### config.mk
export PLATFORM = sky130hd
export DESIGN_NAME = instr_fetch
export DESIGN_NICKNAME = d
export VERILOG_FILES = /design/src/rtl/instr_fetch_pkg.sv /design/src/rtl/instr_fetch.sv
export SDC_FILE = /design/constraint.sdc
export NUM_CORES = 1
export LEC_CHECK = 0
export BUFFER_PORTS_ARGS = -buffer_cell sky130_fd_sc_hd__buf_2
export CAP_MARGIN = 40
export CELL_PAD_IN_SITES_DETAIL_PLACEMENT = 0
export CELL_PAD_IN_SITES_GLOBAL_PLACEMENT = 1
export CORE_MARGIN = 1.5
export CORE_UTILIZATION = 36
export DETAILED_ROUTE_END_ITERATION = 6
export GPL_TIMING_DRIVEN = 0
export PLACE_DENSITY_LB_ADDON = 0.1
export SETUP_SLACK_MARGIN = 0.15
export SLEW_MARGIN = 20
export SYNTH_ARGS = -nofsm -noshare
export SYNTH_HDL_FRONTEND = slang
export SYNTH_SLANG_ARGS = --single-unit
### constraint.sdc
create_clock -name clk -period 4.85 [get_ports clk]
set_input_delay 0.2425 -clock clk [delete_from_list [all_inputs] [get_ports clk]]
set_output_delay 0.2425 -clock clk [all_outputs]
set_load 0.03 [all_outputs]
### src/rtl/instr_fetch_pkg.sv
// Shared definitions for the instruction fetch sequencer: state encodings
// and default bus widths.
package instr_fetch_pkg;

    localparam int DEFAULT_ADDR_WIDTH = 32;
    localparam int DEFAULT_DATA_WIDTH = 32;

    typedef enum logic [2:0] {
        S_IDLE  = 3'd0,
        S_REQ   = 3'd1,
        S_WAIT  = 3'd2,
        S_HOLD  = 3'd3,
        S_DRAIN = 3'd4
    } fetch_state_t;

endpackage

### src/rtl/instr_fetch.sv
// Instruction fetch sequencer: requests the word at pc_in from instruction
// memory, hands it to decode with valid/ready, then strobes the PC block to
// advance. A flush (redirect) discards whatever fetch is in progress; a
// response that is still owed by memory is drained before refetching.
module instr_fetch
    import instr_fetch_pkg::*;
#(
    parameter int ADDR_WIDTH = DEFAULT_ADDR_WIDTH,
    parameter int DATA_WIDTH = DEFAULT_DATA_WIDTH
) (
    input  logic                  clk,
    input  logic                  reset,
    input  logic [ADDR_WIDTH-1:0] pc_in,
    output logic                  pc_increment,
    input  logic                  flush,
    output logic                  mem_req,
    output logic [ADDR_WIDTH-1:0] mem_addr,
    input  logic                  mem_ack,
    input  logic                  mem_rvalid,
    input  logic [DATA_WIDTH-1:0] mem_rdata,
    output logic                  instr_valid,
    output logic [DATA_WIDTH-1:0] instr,
    output logic [ADDR_WIDTH-1:0] instr_pc,
    input  logic                  instr_ready
);

    fetch_state_t state;
    fetch_state_t state_next;

    // State register, cleared to IDLE by the asynchronous active-low reset.
    always_ff @(posedge clk or negedge reset) begin
        if (!reset) begin
            state <= S_IDLE;
        end else begin
            state <= state_next;
        end
    end

    // Next-state logic; flush takes priority over every other event. A request
    // acked together with a flush counts as never issued, so REQ refetches
    // directly instead of draining.
    always_comb begin
        state_next = state;
        case (state)
            S_IDLE: begin
                state_next = S_REQ;
            end
            S_REQ: begin
                if (flush) begin
                    state_next = S_REQ;
                end else if (mem_ack) begin
                    state_next = S_WAIT;
                end
            end
            S_WAIT: begin
                if (flush) begin
                    state_next = mem_rvalid ? S_REQ : S_DRAIN;
                end else if (mem_rvalid) begin
                    state_next = S_HOLD;
                end
            end
            S_HOLD: begin
                if (flush || instr_ready) begin
                    state_next = S_REQ;
                end
            end
            S_DRAIN: begin
                if (mem_rvalid) begin
                    state_next = S_REQ;
                end
            end
            default: begin
                state_next = S_IDLE;
            end
        endcase
    end

    // Handshake outputs come straight from the registered state; only the
    // increment strobe looks at the live accept condition.
    assign mem_req      = (state == S_REQ);
    assign instr_valid  = (state == S_HOLD);
    assign pc_increment = instr_valid && instr_ready && !flush;
    assign mem_addr     = mem_req ? pc_in : '0;

    // Capture the fetch address on ack and the instruction word on rvalid;
    // both stay frozen while decode stalls in HOLD.
    always_ff @(posedge clk or negedge reset) begin
        if (!reset) begin
            instr_pc <= '0;
            instr    <= '0;
        end else begin
            if ((state == S_REQ) && mem_ack && !flush) begin
                instr_pc <= pc_in;
            end
            if ((state == S_WAIT) && mem_rvalid && !flush) begin
                instr <= mem_rdata;
            end
        end
    end

endmodule
==> summary.log, run 1 <==
INFO  outcome        outcome=finished clean
INFO  logic_synthesis synthesis.area_per_instance=15.5µm²
INFO  setup_path     crit_fanout=10
INFO  power          irDropWorstVdd=0.220mV
INFO  floorplanning  num_io_pins=169
INFO  power          power_density=489mW/mm²
INFO  placed_design  place.detailed.hpwl=4.91mm
INFO  placed_design  dpl_ws=3090ps
INFO  sta            fin_setup_tns=0ps
INFO  sta            period_minus_slack=2090ps
INFO  drt            detail-route-antenna-nets=0
INFO  clock_tree     cts-root-to-sink-buffers=2
INFO  setup_path     critical_path_source_type=register
INFO  power          total_power=0.00205W
INFO  drt            first_pass_iters=3
INFO  power          leakage_dissipation=2.30nW
INFO  setup_path     worst-setup-path-type=register to output port
INFO  logic_synthesis synth-seq-cells=67
INFO  clock_tree     clock_tree_from_tritoncts=yes
INFO  logic_synthesis netlist_instances=192
INFO  hold_path      hold_path_class=primary input to register
INFO  sta            layout_worst_path_cycle_share=0.432
INFO  global_route   global_route.usage.total=0.149
INFO  logic_synthesis synth.largest_area_cell=sky130_fd_sc_hd__dfrtp_1
INFO  logic_synthesis netlist_top_cells_area=sky130_fd_sc_hd__dfrtp_1, sky130_fd_sc_hd__mux2_4, sky130_fd_sc_hd__mux2_2
INFO  drt            finalWirelength=6.44mm
INFO  job            max-cap-violations=0
INFO  setup_path     ff2ff_setup_slack=3180ps
INFO  setup_path     critical_path.endpoint_type=output port
INFO  logic_synthesis synthDistinctLibCells=21
INFO  drt            routed_wire_length_per_instance=13.4µm
INFO  placed_design  routabilityCongestion=0.722
INFO  clock_tree     clk-insertion-delay-late=330ps
INFO  placed_design  dpl-instance-area=0.00398mm²
INFO  clock_tree     post_cts_sizing=0
INFO  sta            final_critical_path_setup_slack=2760ps
INFO  global_route   first_global_vias=2004
INFO  setup_path     critical-path-slowest-cell=sky130_fd_sc_hd__dfrtp_1
INFO  sta            setup_viol_count_final=0
INFO  sta            timing.final.max_slew_violations=0
INFO  drt            route.detailed.vias_per_inst=4.39
INFO  cells_and_area design.final.nets=443
INFO  cells_and_area footprint_of_the_multi_input_gates=0.00121mm²
INFO  cells_and_area final-seq-area=0.00168mm²
INFO  floorplanning  rows=33
INFO  global_route   grt.overflow.total=0
INFO  logic_synthesis yosysWarningCount=0
INFO  cells_and_area area_delta_synth_final=40.2%
INFO  global_route   grt_antenna_before_repair=0
INFO  cells_and_area layout-drive-gt1-share=0.692
INFO  clock_tree     cts_made_buffers=9
INFO  placed_design  port_buffers=168
INFO  global_route   grt_first_pass_wirelength=9.94mm
INFO  clock_tree     cts.reportedPaths.clkPinSlew=70ps
INFO  sta            rsz_0062_raised_after_global_routing=false
INFO  drt            vias=2114
INFO  logic_synthesis synth.top_cell.area_share=0.562
INFO  floorplanning  floorplan.die_area=0.00884mm²
INFO  clock_tree     cts_num_sinks=67
INFO  logic_synthesis synth_nets=262
INFO  sta            max_slew.worst_pin.slew=504ps
INFO  clock_tree     cts_root_buffer=sky130_fd_sc_hd__clkbuf_8
INFO  global_route   grt_max_degree=40
INFO  cells_and_area final_design_area_no_fill=0.00418mm²
INFO  floorplanning  coreArea=0.00813mm²
INFO  sta            max_clock_freq=477MHz
INFO  floorplanning  dieWidth=94.0µm
INFO  sta            relSlewSlack=0.664
INFO  sta            skew=5.68ps
INFO  logic_synthesis synth_seq_area_share=0.562
INFO  floorplanning  fp.dieH=94.0µm
INFO  setup_path     worst-endpoint-arrival=1850ps
INFO  sta            finalHoldViolations=0
INFO  drt            first_iter_violations=24
INFO  cells_and_area final_antenna_diode_count=0
INFO  setup_path     required=4610ps
INFO  setup_path     crit_chain=nor2b_2 > and2b_1 > clkbuf_2 > and2_1 > buf_2
INFO  setup_path     critical-path-max-stage-delay=480ps
INFO  logic_synthesis syn-cell-area=0.00298mm²
INFO  floorplanning  initial_utilization=0.367
INFO  cells_and_area number_of_filler_cells_placed_in_the_layout=749
INFO  clock_tree     cts_max_level=3
INFO  drt            route.detailed.drc=0
-- flip-flops by register name, summed over array words and instances (netlist names) --
signal	flops
instr_pc	32
instr	32
state	3
-- path summary, 6_finish.rpt --
path / startpoint / endpoint / cells past startpoint
hold / removal: mem_rvalid / state[2] / 2
max in group asynchronous: reset / instr_pc[1] / 3
hold reg to reg: instr_pc[0] / instr_pc[0] / 1
setup / recovery: state[0] / mem_addr[6] / 5
setup reg to reg: state[2] / instr[11] / 3
min in group asynchronous: reset / instr[25] / 2
-- power breakdown --
part           internal, W  leakage [nW]  switching [W]  total, W
Sequential        0.000696         0.835      0.0000680  0.000764
Clock             0.000262        0.0995       0.000195  0.000457
Combinational     0.000317          1.37       0.000507  0.000824
-- final cells by class --
type	instances	area share
well taps	105	0.0314
clock inverters	2	0.00838
multi-input cells	115	0.291
clock buffers	13	0.0380
plain buffers	10	0.0216
flip-flops and latches	67	0.401
repair buffers	170	0.209
-- cell usage after synthesis, drive strengths merged --
library cell	instances
nor2b	1
and2b	1
nor3b	1
and3b	2
mux2	65
nor3	2
o21a	1
and2	33
buf	8
nor2	1
nand2	4
clkbuf	2
a21oi	1
nor4	1
dfrtp	67
nand2b	1
a221oi	1
-- placed cells by master, fill, tap and decap left out, drive strengths merged --
cell         netlist  routed
buf                8     177
dfrtp             67      67
mux2              65      65
and2              33      33
clkbuf             2      15
nand2              4       4
and3b              2       2
nor3               2       2
nor2b              1       1
and2b              1       1
nor4               1       1
nor3b              1       1
a21oi              1       1
nand2b             1       1
nor2               1       1
o21a               1       1
a221oi             1       1
clkinv             0       1
bufinv             0       1
dlygate4sd3        0       1
-- cell families (layout without fill, tap and decap cells) --
family                 after synthesis  count (layout)  share of synthesized area
buffers and inverters               10             195                     0.0302
muxes                               65              65                      0.296
and+or+nand+nor                     47              47                      0.104
DFF                                 67              67                      0.562
AOI/OAI and AO/OA                    3               3                    0.00713
-- worst max-delay path: cells and delay by family, from the launching register on --
kind | cells | cell delay, ps
flip-flops | 1 | 480
AND/OR/NAND/NOR | 3 | 620
buffers and inverters | 2 | 420
-- layer usage --
layer	GRT usage	vias up	share of wire
met1	0.191	989	0.43
met2	0.226	99	0.45
met5	0	-	0
met4	0.0746	0	0.019
li1	-	1013	-
met3	0.0485	13	0.092
-- timing repair --
action,in CTS,in global routing
hold buffers,1,0
setup buffers,0,0
endpoints found under the hold margin,38,0
-- metrics by stage --
stage	util	cells	hold slack, ps
2_1_floorplan	-	192	-53.1
3_3_place_gp	0.486	465	452
3_5_place_dp	0.489	466	254
4_1_cts	0.514	482	83.5
5_1_grt	0.514	482	93.2
6_report	0.514	482	108
(Power assumes the default switching activity.)
==> run 2, diff against run 1 <==
--- a/config.mk
+++ b/config.mk
@@ -10,7 +10,7 @@
 export CELL_PAD_IN_SITES_DETAIL_PLACEMENT = 0
 export CELL_PAD_IN_SITES_GLOBAL_PLACEMENT = 1
 export CORE_MARGIN = 1.5
-export CORE_UTILIZATION = 36
+export CORE_UTILIZATION = 30
 export DETAILED_ROUTE_END_ITERATION = 6
 export GPL_TIMING_DRIVEN = 0
 export PLACE_DENSITY_LB_ADDON = 0.1
==> constraint.sdc (replaced) <==
create_clock -name clk -period 1.9 [get_ports clk]
set_input_delay 0.095 -clock clk [delete_from_list [all_inputs] [get_ports clk]]
set_output_delay 0.095 -clock clk [all_outputs]
set_load 0.03 [all_outputs]
==> summary.log, run 2 (synthesized netlist as in run 1, its figures left out) <==
INFO  outcome        outcome=finished clean
INFO  sta            layout_worst_path_cycle_share=0.912
INFO  cells_and_area number_of_filler_cells_placed_in_the_layout=836
INFO  sta            relSlewSlack=0.708
INFO  placed_design  place.detailed.hpwl=4.83mm
INFO  sta            skew=5.75ps
INFO  setup_path     critical_path_source_type=register
INFO  sta            rsz_0062_raised_after_global_routing=true
INFO  placed_design  dpl_ws=211ps
INFO  global_route   grt_util_met2=0.237
INFO  floorplanning  dieWidth=103µm
INFO  global_route   first_global_vias=2449
INFO  cells_and_area final_antenna_diode_count=0
INFO  sta            worst_hold_slack=117ps
INFO  sta            timing.final.max_slew_violations=0
INFO  global_route   grt_util_met1=0.177
INFO  global_route   grt_first_pass_wirelength=11.6mm
INFO  setup_path     critical-path-slowest-cell=sky130_fd_sc_hd__dfrtp_2
INFO  placed_design  dp.cells=494
INFO  power          power_density=1060mW/mm²
INFO  drt            routed_wire_length_per_instance=13.9µm
INFO  clock_tree     cts.reportedPaths.clkPinSlew=70ps
INFO  setup_path     crit_chain=nor2b_4 > and2b_4 > buf_8 > and2_1 > buf_6
INFO  floorplanning  fp.dieH=103µm
INFO  setup_path     required=1800ps
INFO  setup_path     crit_family=simple AND/OR/NAND/NOR gates
INFO  power          leakage_dissipation=2.74nW
INFO  cells_and_area footprint_of_the_multi_input_gates=0.00127mm²
INFO  setup_path     critical_path_cell_count=5
INFO  drt            finalWirelength=8.15mm
INFO  sta            final_critical_path_setup_slack=167ps
INFO  setup_path     critical-path-max-stage-delay=440ps
INFO  global_route   busiest_layer=met2
INFO  floorplanning  floorplan.die_area=0.0105mm²
INFO  setup_path     crit_fanout=5
INFO  placed_design  routabilityCongestion=0.654
INFO  sta            max_slew.worst_pin.slew=438ps
INFO  cells_and_area finish.cell_count_without_fillers=587
INFO  cells_and_area mostFrequentLayoutCells=sky130_fd_sc_hd__buf_2, sky130_fd_sc_hd__dlygate4sd3_1, sky130_fd_sc_hd__dfrtp_1
INFO  global_route   grt_antenna_before_repair=0
INFO  cells_and_area commonest_non_fill_non_tap_cell_in_the_layout=sky130_fd_sc_hd__buf_2
INFO  drt            first_pass_iters=3
INFO  global_route   global_route.usage.total=0.147
INFO  clock_tree     cts_max_level=3
INFO  job            max-cap-violations=0
INFO  drt            first_iter_violations=38
INFO  cells_and_area final-seq-area=0.00168mm²
INFO  cells_and_area area_delta_synth_final=76.0%
INFO  clock_tree     clock_tree_from_tritoncts=yes
INFO  sta            finalHoldViolations=0
INFO  sta            max_clock_freq=577MHz
INFO  drt            route.detailed.vias_per_inst=4.20
INFO  drt            route.detailed.drc=0
INFO  setup_path     worst-setup-path-type=register to output port
INFO  placed_design  port_buffers=168
INFO  setup_path     critical_path.endpoint_type=output port
INFO  cells_and_area design.final.nets=520
INFO  setup_path     setup.worst_path.end=mem_addr[7]
INFO  setup_path     ff2ff_setup_slack=260ps
INFO  clock_tree     cts-root-to-sink-buffers=2
INFO  cells_and_area top_registers=instr x32, instr_pc x32, state x3
INFO  sta            period_minus_slack=1730ps
INFO  sta            fin_setup_tns=0ps
INFO  global_route   grt.overflow.total=0
INFO  floorplanning  num_io_pins=169
INFO  setup_path     r2r_cells=5
INFO  setup_path     startpoint=state[2]
INFO  floorplanning  coreArea=0.00968mm²
INFO  floorplanning  rows=36
INFO  setup_path     worst-endpoint-arrival=1640ps
INFO  clock_tree     cts_made_buffers=9
INFO  setup_path     path_buf_inv=2
INFO  global_route   grt_max_degree=36
INFO  hold_path      hold_path_class=primary input to register
INFO  cells_and_area layout-drive-gt1-share=0.645
INFO  drt            vias=2465
INFO  setup_path     critical_path.reg2reg.endpoint=instr[14]
INFO  drt            detail-route-antenna-nets=0
INFO  floorplanning  initial_utilization=0.308
INFO  sta            setup_viol_count_final=0
INFO  clock_tree     clk-insertion-delay-late=340ps
INFO  clock_tree     cts_root_buffer=sky130_fd_sc_hd__clkbuf_8
INFO  setup_path     reg2reg_from=state[2]
INFO  global_route   grt_util_met3=0.0420
INFO  power          irDropWorstVdd=0.433mV
INFO  clock_tree     cts_num_sinks=67
==> run 2: layer usage <==
layer  routed length (µm)  vias up
li1                     -     1174
met1                 3420     1179
met2                 3970       98
met3                  574       14
met4                  184        0
met5                    0        -
==> run 2: tightest hold or removal path: cells and delay by family <==
| family | cells | cell delay, ps |
|---|---|---|
| AND/OR/NAND/NOR | 2 | 100 |
| buffers and inverters | 1 | 90 |
| AO/OA/AOI/OAI | 1 | 130 |
==> run 2: final cells by class <==
class / count / share of cell area
timing repair buffer: 246 / 0.345
sequential: 67 / 0.320
multi-input combinational: 116 / 0.242
clock buffer: 14 / 0.0367
tap: 133 / 0.0317
buffer: 10 / 0.0236
clock inverter: 1 / 0.000954
==> run 2: report_power, final <==
part	switching, W	internal [W]	leakage (nW)
logic	0.00138	0.00108	1.80
registers	0.000173	0.00178	0.833
clock network	0.000530	0.000644	0.105
==> run 2: through the flow <==
stage | area [µm²] | power [W] | util
2_1_floorplan | 2980 | 0.00345 | -
3_3_place_gp | 3990 | 0.00408 | 0.412
3_5_place_dp | 4010 | 0.00409 | 0.414
4_1_cts | 5130 | 0.00554 | 0.529
5_1_grt | 5250 | 0.00588 | 0.542
6_report | 5250 | 0.00558 | 0.542
==> run 2: worst min path at each step <==
stage                 from   endpoint  slack, ps  depth (start not counted)
3_5_place_dp         reset  instr[27]         70                          1
4_1_cts        instr_ready   state[1]         90                          4
6_report       instr_ready   state[1]        120                          4
3_3_place_gp    mem_rvalid   state[2]        300                          2
5_1_grt        instr_ready   state[1]        140                          4
2_1_floorplan        reset   instr[0]       -200                          0
==> run 2: timing repair <==
| action | in CTS | in global routing |
|---|---|---|
| setup buffers | 6 | 1 |
| gates cloned | 2 | 2 |
| setup endpoints to repair | 33 | 53 |
| endpoints found under the hold margin | 98 | 0 |
| pin swaps | 1 | 15 |
| hold buffers | 67 | 0 |
| gates resized for setup | 60 | 36 |
